File: config.mk
export PLATFORM = sky130hd
export DESIGN_NAME = pll_lock_detect
export DESIGN_NICKNAME = d
export VERILOG_FILES = /design/src/rtl/pll_pkg.sv /design/src/rtl/pll_sync2.sv /design/src/rtl/pll_lock_detect.sv
export SDC_FILE = /design/constraint.sdc
export NUM_CORES = 1
export LEC_CHECK = 0
export ABC_AREA = 0
export CORE_MARGIN = 2
export CORE_UTILIZATION = 47
export DETAILED_ROUTE_END_ITERATION = 6
export PLACE_DENSITY = 0.74
export SYNTH_ARGS = -nofsm -noshare
export SYNTH_HDL_FRONTEND = slang
export SYNTH_SLANG_ARGS = --single-unit
export TNS_END_PERCENT = 1
File: constraint.sdc
create_clock -name CLK -period 3.45 [get_ports CLK]
set_input_delay 0.69 -clock CLK [delete_from_list [all_inputs] [get_ports CLK]]
set_output_delay 0.69 -clock CLK [all_outputs]
set_load 0.01 [all_outputs]
File: src/rtl/pll_pkg.sv
// Shared types, defaults and the window tolerance check for the PLL lock detector.
package pll_pkg;

  typedef enum logic [1:0] {
    StIdle,
    StWaitEdge,
    StAcquire,
    StLocked
  } pll_state_e;

  localparam int unsigned DefRatio = 8;
  localparam int unsigned DefTol   = 1;

  // |len - ratio| <= tol, arranged so that neither side can wrap.
  function automatic logic in_tol(input int unsigned len, input int unsigned ratio,
                                  input int unsigned tol);
    return ((len + tol) >= ratio) && (len <= (ratio + tol));
  endfunction

endpackage

File: src/rtl/pll_sync2.sv
// Two-flop synchronizer with asynchronous active-high reset.
module pll_sync2 (
  input  logic clk_i,
  input  logic rst_i,
  input  logic d_i,
  output logic q_o
);

  logic [1:0] sync_q;

  // Shift the asynchronous input through two flops.
  always_ff @(posedge clk_i or posedge rst_i) begin
    if (rst_i) begin
      sync_q <= 2'b00;
    end else begin
      sync_q <= {sync_q[0], d_i};
    end
  end

  assign q_o = sync_q[1];

endmodule

File: src/rtl/pll_lock_detect.sv
// PLL lock detector: counts CLK cycles per REF period and tracks lock with hysteresis.
module pll_lock_detect
  import pll_pkg::*;
#(
  parameter int unsigned RATIO        = DefRatio,
  parameter int unsigned TOL          = DefTol,
  parameter int unsigned LOCK_COUNT   = 4,
  parameter int unsigned UNLOCK_COUNT = 2,
  parameter int unsigned CNT_W        = 8
) (
  input  logic             CLK,
  input  logic             reset,
  input  logic             EN_VCO,
  input  logic             REF,
  output logic             LOCK,
  output logic [CNT_W-1:0] PERIOD_CNT,
  output logic             MEAS_VALID,
  output logic             WIN_ERR
);

  localparam int unsigned GoodW = $clog2(LOCK_COUNT + 1);
  localparam int unsigned BadW  = $clog2(UNLOCK_COUNT + 1);

  localparam logic [CNT_W-1:0] CntMax   = '1;
  localparam logic [CNT_W-1:0] CntOne   = CNT_W'(1);
  localparam logic [CNT_W:0]   LenOne   = (CNT_W + 1)'(1);
  localparam logic [GoodW-1:0] GoodOne  = GoodW'(1);
  localparam logic [GoodW-1:0] GoodLast = GoodW'(LOCK_COUNT - 1);
  localparam logic [BadW-1:0]  BadOne   = BadW'(1);
  localparam logic [BadW-1:0]  BadLast  = BadW'(UNLOCK_COUNT - 1);

  logic ref_s, en_s, ref_d_q, ref_rise;
  logic [CNT_W-1:0] cnt_q;
  logic [CNT_W:0]   len;
  logic [CNT_W-1:0] len_clip;
  logic             win_good, active, measure, timeout;

  pll_state_e       state_q;
  logic [GoodW-1:0] good_cnt_q;
  logic [BadW-1:0]  bad_cnt_q;
  // Set after a timeout while locked: the next edge only reopens a window.
  logic             resync_q;
  logic             lock_q, meas_valid_q, win_err_q;
  logic [CNT_W-1:0] period_q;

  pll_sync2 u_sync_ref (
    .clk_i (CLK),
    .rst_i (reset),
    .d_i   (REF),
    .q_o   (ref_s)
  );

  pll_sync2 u_sync_en (
    .clk_i (CLK),
    .rst_i (reset),
    .d_i   (EN_VCO),
    .q_o   (en_s)
  );

  // Delayed copy of synchronized REF for rising-edge detection.
  always_ff @(posedge CLK or posedge reset) begin
    if (reset) begin
      ref_d_q <= 1'b0;
    end else begin
      ref_d_q <= ref_s;
    end
  end

  assign ref_rise = ref_s & ~ref_d_q;

  // Period counter: restarts on every edge, saturates to flag a stalled REF.
  always_ff @(posedge CLK or posedge reset) begin
    if (reset) begin
      cnt_q <= '0;
    end else if (!en_s || (state_q == StIdle) || ref_rise) begin
      cnt_q <= '0;
    end else if (cnt_q != CntMax) begin
      cnt_q <= cnt_q + CntOne;
    end
  end

  // Window length is one more than the count; a saturated window clips to CntMax.
  assign len      = {1'b0, cnt_q} + LenOne;
  assign len_clip = len[CNT_W] ? CntMax : len[CNT_W-1:0];
  assign win_good = in_tol(32'(len), RATIO, TOL);

  assign active  = (state_q == StAcquire) || (state_q == StLocked);
  assign measure = ref_rise && active && !resync_q;
  // An edge in the same cycle as saturation is a measurement, not a timeout.
  assign timeout = !ref_rise && active && !resync_q && (cnt_q == CntMax);

  // Lock FSM with registered outputs.
  always_ff @(posedge CLK or posedge reset) begin
    if (reset) begin
      state_q      <= StIdle;
      good_cnt_q   <= '0;
      bad_cnt_q    <= '0;
      resync_q     <= 1'b0;
      lock_q       <= 1'b0;
      meas_valid_q <= 1'b0;
      win_err_q    <= 1'b0;
      period_q     <= '0;
    end else begin
      meas_valid_q <= 1'b0;
      win_err_q    <= 1'b0;
      if (measure) begin
        meas_valid_q <= 1'b1;
        period_q     <= len_clip;
        win_err_q    <= !win_good;
      end else if (timeout) begin
        win_err_q <= 1'b1;
      end

      if (!en_s) begin
        state_q    <= StIdle;
        good_cnt_q <= '0;
        bad_cnt_q  <= '0;
        resync_q   <= 1'b0;
        lock_q     <= 1'b0;
        meas_valid_q <= 1'b0;
        win_err_q    <= 1'b0;
      end else begin
        unique case (state_q)
          StIdle: begin
            state_q <= StWaitEdge;
          end
          StWaitEdge: begin
            if (ref_rise) begin
              state_q <= StAcquire;
            end
          end
          StAcquire: begin
            if (measure) begin
              if (!win_good) begin
                good_cnt_q <= '0;
              end else if (good_cnt_q == GoodLast) begin
                state_q    <= StLocked;
                lock_q     <= 1'b1;
                good_cnt_q <= '0;
                bad_cnt_q  <= '0;
              end else begin
                good_cnt_q <= good_cnt_q + GoodOne;
              end
            end else if (timeout) begin
              state_q    <= StWaitEdge;
              good_cnt_q <= '0;
            end
          end
          StLocked: begin
            if (ref_rise && resync_q) begin
              resync_q <= 1'b0;
            end
            if (measure || timeout) begin
              if (measure && win_good) begin
                bad_cnt_q <= '0;
              end else if (bad_cnt_q == BadLast) begin
                // A stall needs a fresh first edge; a bad measurement already has one.
                state_q    <= timeout ? StWaitEdge : StAcquire;
                lock_q     <= 1'b0;
                good_cnt_q <= '0;
                bad_cnt_q  <= '0;
                resync_q   <= 1'b0;
              end else begin
                bad_cnt_q <= bad_cnt_q + BadOne;
                resync_q  <= timeout;
              end
            end
          end
          default: begin
            state_q <= StIdle;
          end
        endcase
      end
    end
  end

  assign LOCK       = lock_q;
  assign PERIOD_CNT = period_q;
  assign MEAS_VALID = meas_valid_q;
  assign WIN_ERR    = win_err_q;

endmodule

-- Word level (Yosys, flattened, before mapping)
Cells that the tools add are included.
- add/sub/neg operators: 5
- $lt $le $gt $ge: 2
- equality and inequality tests: 19
- mux-type cells: 50
- bitwise operators: 2
- reductions and logical operators: 22
- operators by type and width (kind ; number):
    2-bit 2-to-1 mux ; 17
    3-bit 2-to-1 mux ; 8
    8-bit 2-to-1 mux ; 3
    3-bit != test (second input constant) ; 8
    1-bit 2-to-1 mux ; 18
    7-bit AND reduction ; 2
    4-bit != test (second input constant) ; 3
    9-bit by 1-bit adder with 10-bit output (second input constant) ; 1
    10-bit by 4-bit >= comparator with 1-bit output (second input constant) ; 1
    5-bit AND reduction ; 2
    8-bit by 1-bit adder with 9-bit output (second input constant) ; 1
    9-bit by 4-bit <= comparator with 1-bit output (second input constant) ; 1
    8-bit by 1-bit adder with 8-bit output (second input constant) ; 1
    8-bit equality test (second input constant) ; 1
    1-bit logical AND ; 8
    8-bit != test (second input constant) ; 1
    2-bit one-hot mux with 4 select lines ; 1
    3-bit one-hot mux with 2 select lines ; 1
    2-bit by 1-bit equality test with 1-bit output (second input constant) ; 2
    2-bit equality test (second input constant) ; 2
    1-bit zero test ; 4
    1-bit logical OR ; 4
    2-bit one-hot mux with 2 select lines ; 1
    3-bit by 1-bit adder with 3-bit output (second input constant) ; 1
    8 further kinds ; 8
- register bits after elaboration: 32
- input bits: 4
- output and inout port bits: 11
- logic and storage cells: 112

-- Depth between registers and ports, before layout
Gate-level depths: netlist (run 1).
- depth in word-level cells: 12
- mapped depth: 8

-- Hierarchy
From an unflattened synthesis (run 1), not the netlist that was laid out.
- cell total of the unflattened synthesis: 172
- area total of the unflattened synthesis: 1609.0 µm²
- by module, submodules not included (module ; times used ; cells an instance ; area each (µm²) ; seq. area each (µm²)):
    pll_lock_detect ; 1 ; 166 ; 1501.4 ; 700.7
    pll_sync2 ; 2 ; 3 ; 53.8 ; 50.0

-- Worst setup path after synthesis (run 1)
Ideal clock, no wire load.
- path type: register to register
- from: register cnt_q[0]
- to: register state_q[0]
- arrival: 2.020 ns
- required time: 3.322 ns
- setup slack: 1.302 ns
- stages on the path, launching flop included: 8
- path buffers: 0
- path through: dfrtp_1 > ha_1 > nand4_1 > o2bb2ai_1 > nor4_2 > a21oi_1 > a22oi_2 > mux2_1
- longest elaborated chain between the ends: 8
- elaborated cells between the ends (all ways): 20
- those cells by class: add/sub: 2; order compare: 2; eq/ne: 5; mux: 6; reduce/logical: 5
- ends and longest elaborated chain (element ; line ; RTL):
    start, declared ; pll_lock_detect.sv:33 ; logic [CNT_W-1:0] cnt_q;
    start signal, assigned ; pll_lock_detect.sv:78 ; cnt_q <= cnt_q + CntOne;
    branches (longest 8 deep; another with 9-bit by 1-bit adder with 10-bit output) ; -- ;
    end signal, assigned ; pll_lock_detect.sv:115 ; state_q <= StIdle;
    end signal, assigned ; pll_lock_detect.sv:125 ; state_q <= StWaitEdge;
    end signal, assigned ; pll_lock_detect.sv:158 ; state_q <= timeout ? StWaitEdge : StAcquire;
    end, declared ; pll_lock_detect.sv:38 ; pll_state_e state_q;
Parallel ways; which one is timed is not known. The select of a mux whose other input is x is not followed.
A chain may end at the register's enable or synchronous reset.

-- Worst setup path after layout (run 1)
Ends and elaborated chain as after synthesis.

==> flow_summary.html, run 1 <==
<table>
<tr><th>Metric</th><th>Value</th></tr>
<tr><th colspan="2">Run status</th></tr>
<tr><td>Run status</td><td>completed</td></tr>
<tr><th colspan="2">Floorplanning</th></tr>
<tr><td>Vert. Die Dim</td><td>~64 um</td></tr>
<tr><td>Area of the core</td><td>around 3400 sq um</td></tr>
<tr><td>Initial core utilization</td><td>49.6%</td></tr>
<tr><td>Area enclosed by the die boundary</td><td>4040 sq um</td></tr>
<tr><td>Die Wd</td><td>63.5 um</td></tr>
<tr><td>Placement Rows</td><td>21</td></tr>
<tr><td>Boundary pin count</td><td>15</td></tr>
<tr><th colspan="2">Power and ir drop</th></tr>
<tr><td>Fraction of power spent switching nets</td><td>around 33%</td></tr>
<tr><td>Combinational cell fraction of total power</td><td>25.1%</td></tr>
<tr><td>Maximum ir drop on the vdd rail</td><td>between 0.2 and 0.25 mV</td></tr>
<tr><td>Clock share of power</td><td>between 20% and 30%</td></tr>
<tr><td>Power Internal</td><td>0.000578 W</td></tr>
<tr><td>Power per Cell Area</td><td>461 nW/um^2</td></tr>
<tr><td>Leakage power</td><td>roughly 0.74 nW</td></tr>
<tr><td>Reported net switching power</td><td>0.000290 W</td></tr>
<tr><td>Register share of total power</td><td>52.5%</td></tr>
<tr><th colspan="2">Worst setup path</th></tr>
<tr><td>WS Path Type</td><td>reg2reg</td></tr>
<tr><td>Delay-heaviest family, CP</td><td>compound AO/OA/AOI/OAI gates</td></tr>
<tr><td>Delay of the slowest cell on the worst path</td><td>0.47 ns</td></tr>
<tr><td>Sequence of cells on the critical path</td><td>ha_1, nand4_1, o2bb2ai_1, nor4_2, a21oi_1, a22oi_2, mux2_1</td></tr>
<tr><td>Crit path max-delay cell type</td><td>sky130_fd_sc_hd__dfrtp_1</td></tr>
<tr><td>Critical path startpoint category</td><td>flop</td></tr>
<tr><td>Critical path data required time</td><td>between 3 and 4 ns</td></tr>
<tr><td>Crit end category</td><td>flop</td></tr>
<tr><td>Crit path arrival time</td><td>between 2 and 3 ns</td></tr>
<tr><td>Worst Path Buf+Inv</td><td>0</td></tr>
<tr><td>Flop2flop setup slack</td><td>roughly 1 ns</td></tr>
<tr><td>Largest fanout on the critical path</td><td>10</td></tr>
<tr><th colspan="2">Routing</th></tr>
<tr><td>Number of iterations in the first detailed-routing pass</td><td>4</td></tr>
<tr><td>Vias</td><td>approximately 1,400</td></tr>
<tr><td>Post-route ant nets</td><td>0</td></tr>
<tr><td>Total wirelength of the detailed-routed design</td><td>about 3300 um</td></tr>
<tr><td>Detailed router's first-iteration violation count</td><td>138</td></tr>
<tr><td>Average wire per cell in the routed design</td><td>about 14 um</td></tr>
<tr><td>Via-to-Cell Ratio</td><td>5.75</td></tr>
<tr><td>Total DRC errors in the routed layout</td><td>0</td></tr>
<tr><th colspan="2">STA</th></tr>
<tr><td>Count of pins over their slew limit</td><td>0</td></tr>
<tr><td>Max Fclk</td><td>between 0.4 and 0.5 GHz</td></tr>
<tr><td>Final-report setup violation count</td><td>0</td></tr>
<tr><td>RSZ-0062 raised after global routing</td><td>no</td></tr>
<tr><td>Number of hold violations in the final report</td><td>0</td></tr>
<tr><td>Min Clock Period, post-route</td><td>~2.4 ns</td></tr>
<tr><td>Fraction of the cycle the final worst path needs</td><td>between 70 and 80%</td></tr>
<tr><td>Slew at the pin with the worst max-slew slack</td><td>between 0.6 and 0.7 ns</td></tr>
<tr><td>Setup Skew</td><td>0.0101 ns</td></tr>
<tr><td>Setup tns final</td><td>0 ns</td></tr>
<tr><td>Worst slew margin</td><td>54.0%</td></tr>
<tr><th colspan="2">Clock tree</th></tr>
<tr><td>Clock Root Buffer</td><td>sky130_fd_sc_hd__clkbuf_4</td></tr>
<tr><td>Worst-Skew Late Latency</td><td>0.34 ns</td></tr>
<tr><td>Buffers inserted during post-CTS setup optimization</td><td>0</td></tr>
<tr><td>Number of hold-repair buffers added at the cts stage</td><td>0</td></tr>
<tr><td>Number of sinks handled by clock tree synthesis</td><td>32</td></tr>
<tr><td>Num CTS Buffers</td><td>5</td></tr>
<tr><td>CTS clock-pin slew for the worst setup and hold paths</td><td>around 0.1 ns</td></tr>
<tr><td>Level count of the clock H-tree</td><td>2</td></tr>
<tr><td>Maximum buffer depth of the clock tree</td><td>2</td></tr>
<tr><td>Clock tree from TritonCTS</td><td>yes</td></tr>
<tr><td>Number of cells upsized or downsized after cts</td><td>0</td></tr>
<tr><th colspan="2">Finish</th></tr>
<tr><td>Most used cells in the layout excluding fill and tap cells</td><td>32 x sky130_fd_sc_hd__dfrtp_1, 26 x sky130_fd_sc_hd__nand2_1, 18 x sky130_fd_sc_hd__nor2_1, 14 x sky130_fd_sc_hd__clkdlybuf4s50_1, 12 x sky130_fd_sc_hd__o21ai_0</td></tr>
<tr><td>Post-Layout Inst Area</td><td>between 1500 and 2000 sq um</td></tr>
<tr><td>Most common library cell in the layout ignoring fill and taps</td><td>sky130_fd_sc_hd__dfrtp_1</td></tr>
<tr><td>Number of fill cells in the layout</td><td>317</td></tr>
<tr><td>Fraction of final layout cells with drive strength greater than 1</td><td>a little under 8%</td></tr>
<tr><td>Area growth from synthesis to layout</td><td>13.0%</td></tr>
<tr><td>Number of nets in the finished design</td><td>200</td></tr>
<tr><td>Core occupancy in the finished layout</td><td>a little under three fifths</td></tr>
<tr><td>Antenna fix cells</td><td>0</td></tr>
<tr><th colspan="2">Yosys</th></tr>
<tr><td>Synthesized net count</td><td>186</td></tr>
<tr><td>Post-synthesis simple-gate area fraction</td><td>between 20% and 30%</td></tr>
<tr><td>Yosys reg bits</td><td>32</td></tr>
<tr><td>Combinational family with the most area after synthesis</td><td>simple AND/OR/NAND/NOR gates</td></tr>
<tr><td>Synthesized-area fraction occupied by adder cells</td><td>approximately 2.3%</td></tr>
<tr><td>Total of warnings raised by yosys</td><td>0</td></tr>
<tr><td>Compound-cell area share of the yosys netlist</td><td>18.1%</td></tr>
<tr><td>Share of async-settable or async-resettable flops after synthesis</td><td>between 90% and 100%</td></tr>
<tr><td>Proportion of synthesized area in mux cells</td><td>less than 1%</td></tr>
<tr><td>Cells after synthesis</td><td>179</td></tr>
<tr><td>Avg Synthesized Cell Area</td><td>around 9.3 sq um</td></tr>
<tr><td>Number of flops mapped to enable cells by yosys</td><td>0</td></tr>
<tr><td>Synthesized cell area</td><td>about 1700 sq um</td></tr>
<tr><td>XOR/XNOR Fraction of Synth Area</td><td>roughly 2.1%</td></tr>
<tr><td>Number of library cell types mapped by synthesis</td><td>49</td></tr>
<tr><td>Most common flop cell mapped by yosys</td><td>sky130_fd_sc_hd__dfrtp_1</td></tr>
<tr><td>Sequential area share after synthesis</td><td>between 40 and 50%</td></tr>
<tr><th colspan="2">Job</th></tr>
<tr><td>Maximum Capacitance Violations</td><td>0</td></tr>
<tr><th colspan="2">Min path</th></tr>
<tr><td>Tightest Hold Check Type</td><td>reg2reg</td></tr>
<tr><th colspan="2">Global routing</th></tr>
<tr><td>Overall Global Routing Usage</td><td>between 10% and 20%</td></tr>
<tr><td>Vias in the first global route</td><td>between 1,000 and 1,500</td></tr>
<tr><td>Overflow left after global routing</td><td>0</td></tr>
<tr><td>Pin count of the biggest net entering global routing</td><td>33</td></tr>
<tr><td>Global-route wire length before repair</td><td>~5900 um</td></tr>
<tr><td>Antenna violations before repair</td><td>0</td></tr>
<tr><th colspan="2">Place</th></tr>
<tr><td>Input/output buffers</td><td>14</td></tr>
<tr><td>Detailed placement HPWL</td><td>around 2300 um</td></tr>
<tr><td>GPL Wtd Cong</td><td>~0.93</td></tr>
<tr><td>Placed cell areas</td><td>roughly 1800 sq um</td></tr>
</table>
-- power groups by stage --
stage / Clock, W / Combinational, W / Sequential (W)
after global routing: 0.000220 / 0.000243 / 0.000462
after global placement: 0 / 0.000211 / 0.000459
after floorplan: 0 / 0.000181 / 0.000440
final: 0.000194 / 0.000218 / 0.000456
after CTS: 0.000198 / 0.000219 / 0.000454
after detailed placement: 0 / 0.000218 / 0.000462
-- sequential cells by signal (all words and copies together) (netlist names) --
| name | cells |
|---|---|
| LOCK | 1 |
| good_cnt_q | 3 |
| bad_cnt_q | 2 |
| u_sync_ref.sync_q | 2 |
| cnt_q | 8 |
| state_q | 2 |
| WIN_ERR | 1 |
| PERIOD_CNT | 8 |
| u_sync_en.sync_q | 2 |
| ref_d_q | 1 |
| resync_q | 1 |
| MEAS_VALID | 1 |
-- cells by family after synthesis --
logic type | Yosys count
buf+inv | 13
mux | 1
xor+xnor | 4
flops | 32
compound gates | 45
fa+ha+maj | 3
simple gates | 81
-- area by class of cell --
class / instances / area, sq um / area share [%]
Multi-Input combinational cell: 134 / 812 / 43.1
Sequential cell: 32 / 801 / 42.5
Inverter: 5 / 18.8 / 0.997
Clock inverter: 1 / 5.00 / 0.266
Timing Repair Buffer: 15 / 148 / 7.84
Clock buffer: 6 / 41.3 / 2.19
Tap cell: 46 / 57.6 / 3.06
-- Yosys cell counts, drive strengths merged, types with 3 or more instances --
cell    instances  area, sq um
and2            3         18.8
inv             5         18.8
nand2          26         97.6
o31ai           3         22.5
or3             3         18.8
dfrtp          32          801
a21oi           8         43.8
nand3           5         25.0
nor3            4         20.0
nor2           19         78.8
clkbuf          6         22.5
o21ai          13         65.1
ha              3         37.5
nand2b          5         31.3
nor4            3         25.0
a21boi          3         22.5
a31oi           3         18.8
nor2b           3         18.8
xnor2           4         35.0
-- metal layers --
layer,GRT usage [%],vias to the layer above,share of wire (%)
met1,23.3,659,46
met2,29.7,39,47
met5,0,-,0
li1,-,670,-
met3,3.93,7,5.2
met4,9.24,0,1.5
-- metrics by stage --
step                hold WS (ns)  total power, W  worst slack (ns)  instances
detailed placement         0.336        0.000680              1.06        232
global route               0.380        0.000925             0.862        239
floorplan                  0.331        0.000621              1.30        179
CTS                        0.366        0.000871              1.04        239
finish                     0.362        0.000867              1.00        239
global placement           0.340        0.000670              1.16        232
-- path summary, 6_finish.rpt --
kind,startpoint,to,cells past startpoint
max,cnt_q[0],state_q[0],7
min,u_sync_en.sync_q[0],u_sync_en.sync_q[1],0
max reg2reg,cnt_q[0],state_q[0],7
min reg2reg,u_sync_en.sync_q[0],u_sync_en.sync_q[1],0
max in group asynchronous,reset,LOCK,3
min in group asynchronous,reset,u_sync_ref.sync_q[1],3
Note: power is estimated with default switching activity, not from simulation.
==> run 2: changes to the inputs <==
--- a/config.mk
+++ b/config.mk
@@ -9,7 +9,7 @@
 export CORE_MARGIN = 2
 export CORE_UTILIZATION = 47
 export DETAILED_ROUTE_END_ITERATION = 6
-export PLACE_DENSITY = 0.74
+export PLACE_DENSITY = 0.77
 export SYNTH_ARGS = -nofsm -noshare
 export SYNTH_HDL_FRONTEND = slang
 export SYNTH_SLANG_ARGS = --single-unit
==> constraint.sdc (replaced) <==
create_clock -name CLK -period 2.1 [get_ports CLK]
set_input_delay 0.42 -clock CLK [delete_from_list [all_inputs] [get_ports CLK]]
set_output_delay 0.42 -clock CLK [all_outputs]
set_load 0.01 [all_outputs]
==> run 2 against run 1 <==
  * The run now ends with negative setup slack left
  * Sequential power up 59%
  * Hold slack worse by 0.0047 ns
  * Register-to-register slack worse by 1.1 ns
  * Clock power up 90%
  * Critical path depth up 1
  * Total power up 89%
  * Design area up 19%
==> flow_summary.html, run 2 (synthesized netlist as in run 1, its figures left out) <==
<table>
<tr><th>Metric</th><th>Value</th></tr>
<tr><th colspan="2">Run status</th></tr>
<tr><td>Run status</td><td>finished with violations</td></tr>
<tr><td>Violations in the final reports</td><td>negative setup slack</td></tr>
<tr><th colspan="2">Routing</th></tr>
<tr><td>Via-to-Cell Ratio</td><td>5.78</td></tr>
<tr><td>Number of iterations in the first detailed-routing pass</td><td>4</td></tr>
<tr><td>Vias</td><td>roughly 1,500</td></tr>
<tr><td>Total DRC errors in the routed layout</td><td>0</td></tr>
<tr><td>Post-route ant nets</td><td>0</td></tr>
<tr><td>Detailed router's first-iteration violation count</td><td>just over 90</td></tr>
<tr><td>Average wire per cell in the routed design</td><td>roughly 15 um</td></tr>
<tr><td>Total wirelength of the detailed-routed design</td><td>3860 um</td></tr>
<tr><th colspan="2">Finish</th></tr>
<tr><td>Fraction of final layout cells with drive strength greater than 1</td><td>between 20 and 30%</td></tr>
<tr><td>Number of nets in the finished design</td><td>224</td></tr>
<tr><td>Most common library cell in the layout ignoring fill and taps</td><td>sky130_fd_sc_hd__dfrtp_1</td></tr>
<tr><td>Core occupancy in the finished layout</td><td>about two thirds</td></tr>
<tr><td>Most used cells in the layout excluding fill and tap cells</td><td>28 x sky130_fd_sc_hd__dfrtp_1, 26 x sky130_fd_sc_hd__nand2_1, 19 x sky130_fd_sc_hd__buf_4, 18 x sky130_fd_sc_hd__nor2_1, 14 x sky130_fd_sc_hd__clkdlybuf4s50_1</td></tr>
<tr><td>Area of combinational cells with multiple inputs</td><td>approximately 940 sq um</td></tr>
<tr><td>Area growth from synthesis to layout</td><td>34.2%</td></tr>
<tr><td>Number of fill cells in the layout</td><td>between 200 and 300</td></tr>
<tr><td>Seq. cell area</td><td>roughly 810 sq um</td></tr>
<tr><td>Antenna fix cells</td><td>0</td></tr>
<tr><th colspan="2">Place</th></tr>
<tr><td>GPL Wtd Cong</td><td>just over 0.9</td></tr>
<tr><td>Detailed placement HPWL</td><td>2610 um</td></tr>
<tr><td>Input/output buffers</td><td>14</td></tr>
<tr><th colspan="2">Worst setup path</th></tr>
<tr><td>Largest fanout on the critical path</td><td>4</td></tr>
<tr><td>Crit path to</td><td>state_q[0]</td></tr>
<tr><td>Crit end category</td><td>flop</td></tr>
<tr><td>Terminus of the critical flop-to-flop path</td><td>state_q[0]</td></tr>
<tr><td>Critical path startpoint</td><td>cnt_q[0]</td></tr>
<tr><td>Critical path data required time</td><td>2.32 ns</td></tr>
<tr><td>Crit path arrival time</td><td>2.39 ns</td></tr>
<tr><td>WS Path Type</td><td>reg2reg</td></tr>
<tr><td>Critical path startpoint category</td><td>flop</td></tr>
<tr><td>Flop2flop setup slack</td><td>-0.07 ns</td></tr>
<tr><td>Reg-to-Reg Start</td><td>cnt_q[0]</td></tr>
<tr><td>Path depth of the worst reg2reg path</td><td>8</td></tr>
<tr><th colspan="2">Floorplanning</th></tr>
<tr><td>Vert. Die Dim</td><td>about 64 um</td></tr>
<tr><td>Boundary pin count</td><td>15</td></tr>
<tr><td>Initial core utilization</td><td>about 50%</td></tr>
<tr><td>Die Wd</td><td>63.5 um</td></tr>
<tr><td>Placement Rows</td><td>21</td></tr>
<tr><td>Area enclosed by the die boundary</td><td>around 4000 sq um</td></tr>
<tr><td>Area of the core</td><td>approximately 3400 sq um</td></tr>
<tr><th colspan="2">Power and ir drop</th></tr>
<tr><td>Overall power after layout</td><td>~0.0016 W</td></tr>
<tr><td>Power per Cell Area</td><td>approximately 730 nW/um^2</td></tr>
<tr><td>Maximum ir drop on the vdd rail</td><td>roughly 0.52 mV</td></tr>
<tr><td>Leakage power</td><td>0.881 nW</td></tr>
<tr><th colspan="2">Global routing</th></tr>
<tr><td>Most Used Layer, Global Route</td><td>met2</td></tr>
<tr><td>Antenna violations before repair</td><td>0</td></tr>
<tr><td>Grt met3 use</td><td>between 6 and 7%</td></tr>
<tr><td>Global Route met2 Usage</td><td>between 30% and 40%</td></tr>
<tr><td>Overall Global Routing Usage</td><td>19.7%</td></tr>
<tr><td>Pin count of the biggest net entering global routing</td><td>33</td></tr>
<tr><td>Overflow left after global routing</td><td>0</td></tr>
<tr><td>Global-route wire length before repair</td><td>~6200 um</td></tr>
<tr><td>Vias in the first global route</td><td>~1,400</td></tr>
<tr><td>Global routing usage on met1</td><td>between 20% and 30%</td></tr>
<tr><th colspan="2">Clock tree</th></tr>
<tr><td>Maximum buffer depth of the clock tree</td><td>2</td></tr>
<tr><td>CTS clock-pin slew for the worst setup and hold paths</td><td>~0.10 ns</td></tr>
<tr><td>Clock tree from TritonCTS</td><td>yes</td></tr>
<tr><td>Number of hold-repair buffers added at the cts stage</td><td>0</td></tr>
<tr><td>Worst-Skew Late Latency</td><td>about 0.34 ns</td></tr>
<tr><td>Number of sinks handled by clock tree synthesis</td><td>32</td></tr>
<tr><td>Clock Root Buffer</td><td>sky130_fd_sc_hd__clkbuf_4</td></tr>
<tr><td>Level count of the clock H-tree</td><td>2</td></tr>
<tr><td>Num CTS Buffers</td><td>5</td></tr>
<tr><th colspan="2">STA</th></tr>
<tr><td>Max Fclk</td><td>about 0.46 GHz</td></tr>
<tr><td>Setup tns final</td><td>-0.0702 ns</td></tr>
<tr><td>RSZ-0062 raised after global routing</td><td>yes</td></tr>
<tr><td>Fraction of the cycle the final worst path needs</td><td>103%</td></tr>
<tr><td>Count of pins over their slew limit</td><td>0</td></tr>
<tr><td>Number of hold violations in the final report</td><td>0</td></tr>
<tr><td>Minimum setup slack in the final design</td><td>-0.0702 ns</td></tr>
<tr><td>Final-report setup violation count</td><td>1</td></tr>
<tr><td>Worst slew margin</td><td>a little over half</td></tr>
<tr><td>Slew at the pin with the worst max-slew slack</td><td>~0.69 ns</td></tr>
<tr><td>Setup Skew</td><td>0.0168 ns</td></tr>
<tr><td>Min Clock Period, post-route</td><td>2.17 ns</td></tr>
<tr><th colspan="2">Min path</th></tr>
<tr><td>Depth of the worst hold-timing path</td><td>0</td></tr>
<tr><td>Tightest Hold Check Type</td><td>reg2reg</td></tr>
<tr><th colspan="2">Job</th></tr>
<tr><td>Maximum Capacitance Violations</td><td>0</td></tr>
</table>
run 2: changes by cell type in the layout (fill, tap and decap cells not counted), sizes merged:
cell    change
clkbuf      +2
clkinv      -1
buf        +24
run 2: worst min path at each step:
| stage | startpoint | end | slack [ns] |
|---|---|---|---|
| after floorplan | u_sync_en.sync_q[0] | u_sync_en.sync_q[1] | 0.33 |
| after global placement | u_sync_en.sync_q[0] | u_sync_en.sync_q[1] | 0.34 |
| after detailed placement | u_sync_ref.sync_q[0] | u_sync_ref.sync_q[1] | 0.34 |
| after CTS | u_sync_en.sync_q[0] | u_sync_en.sync_q[1] | 0.36 |
| after global routing | u_sync_en.sync_q[0] | u_sync_en.sync_q[1] | 0.38 |
| final | u_sync_en.sync_q[0] | u_sync_en.sync_q[1] | 0.36 |
run 2: power by group:
group	total, W	internal (W)	switching, W
Combinational	0.000547	0.000261	0.000286
Sequential	0.000723	0.000672	0.0000508
Clock	0.000368	0.000165	0.000203
Total	0.00164	0.00110	0.000540
run 2: worst max-delay path, stage by stage (launching register included):
cell	delay [ns]
sky130_fd_sc_hd__dfrtp_2	0.46
sky130_fd_sc_hd__ha_4	0.19
sky130_fd_sc_hd__buf_4	0.13
sky130_fd_sc_hd__a31o_4	0.26
sky130_fd_sc_hd__o2bb2ai_4	0.14
sky130_fd_sc_hd__nor4_2	0.18
sky130_fd_sc_hd__a21oi_1	0.14
sky130_fd_sc_hd__a22oi_2	0.23
sky130_fd_sc_hd__mux2_4	0.32
run 2: cell type report:
cell class	count	area share, %
clock buffers	8	2.63
inverters	5	0.839
multi-input cells	134	42.2
flip-flops and latches	32	36.0
well taps	46	2.57
repair buffers	39	15.7
run 2: per-layer routing:
| metal | up-vias | routed length [um] |
|---|---|---|
| met5 | - | 0 |
| met4 | 0 | 59 |
| met3 | 7 | 215 |
| met2 | 40 | 1910 |
| met1 | 763 | 1670 |
| li1 | 715 | - |
run 2: through the flow:
step	instance area (sq um)	cells	setup WS (ns)	hold slack, ns
2_1_floorplan	1690	179	0.00878	0.331
3_3_place_gp	1970	247	0.00582	0.339
3_5_place_dp	1970	247	-0.0436	0.338
4_1_cts	2100	259	0.000600	0.362
5_1_grt	2240	264	-0.129	0.378
6_report	2240	264	-0.0702	0.357
run 2: timing repair:
action | in CTS | in global routing
endpoints found under the hold margin | 0 | 0
pin swaps | 4 | 9
endpoints found under the setup margin | 4 | 8
buffers inserted | 4 | 5
resized for setup | 8 | 22
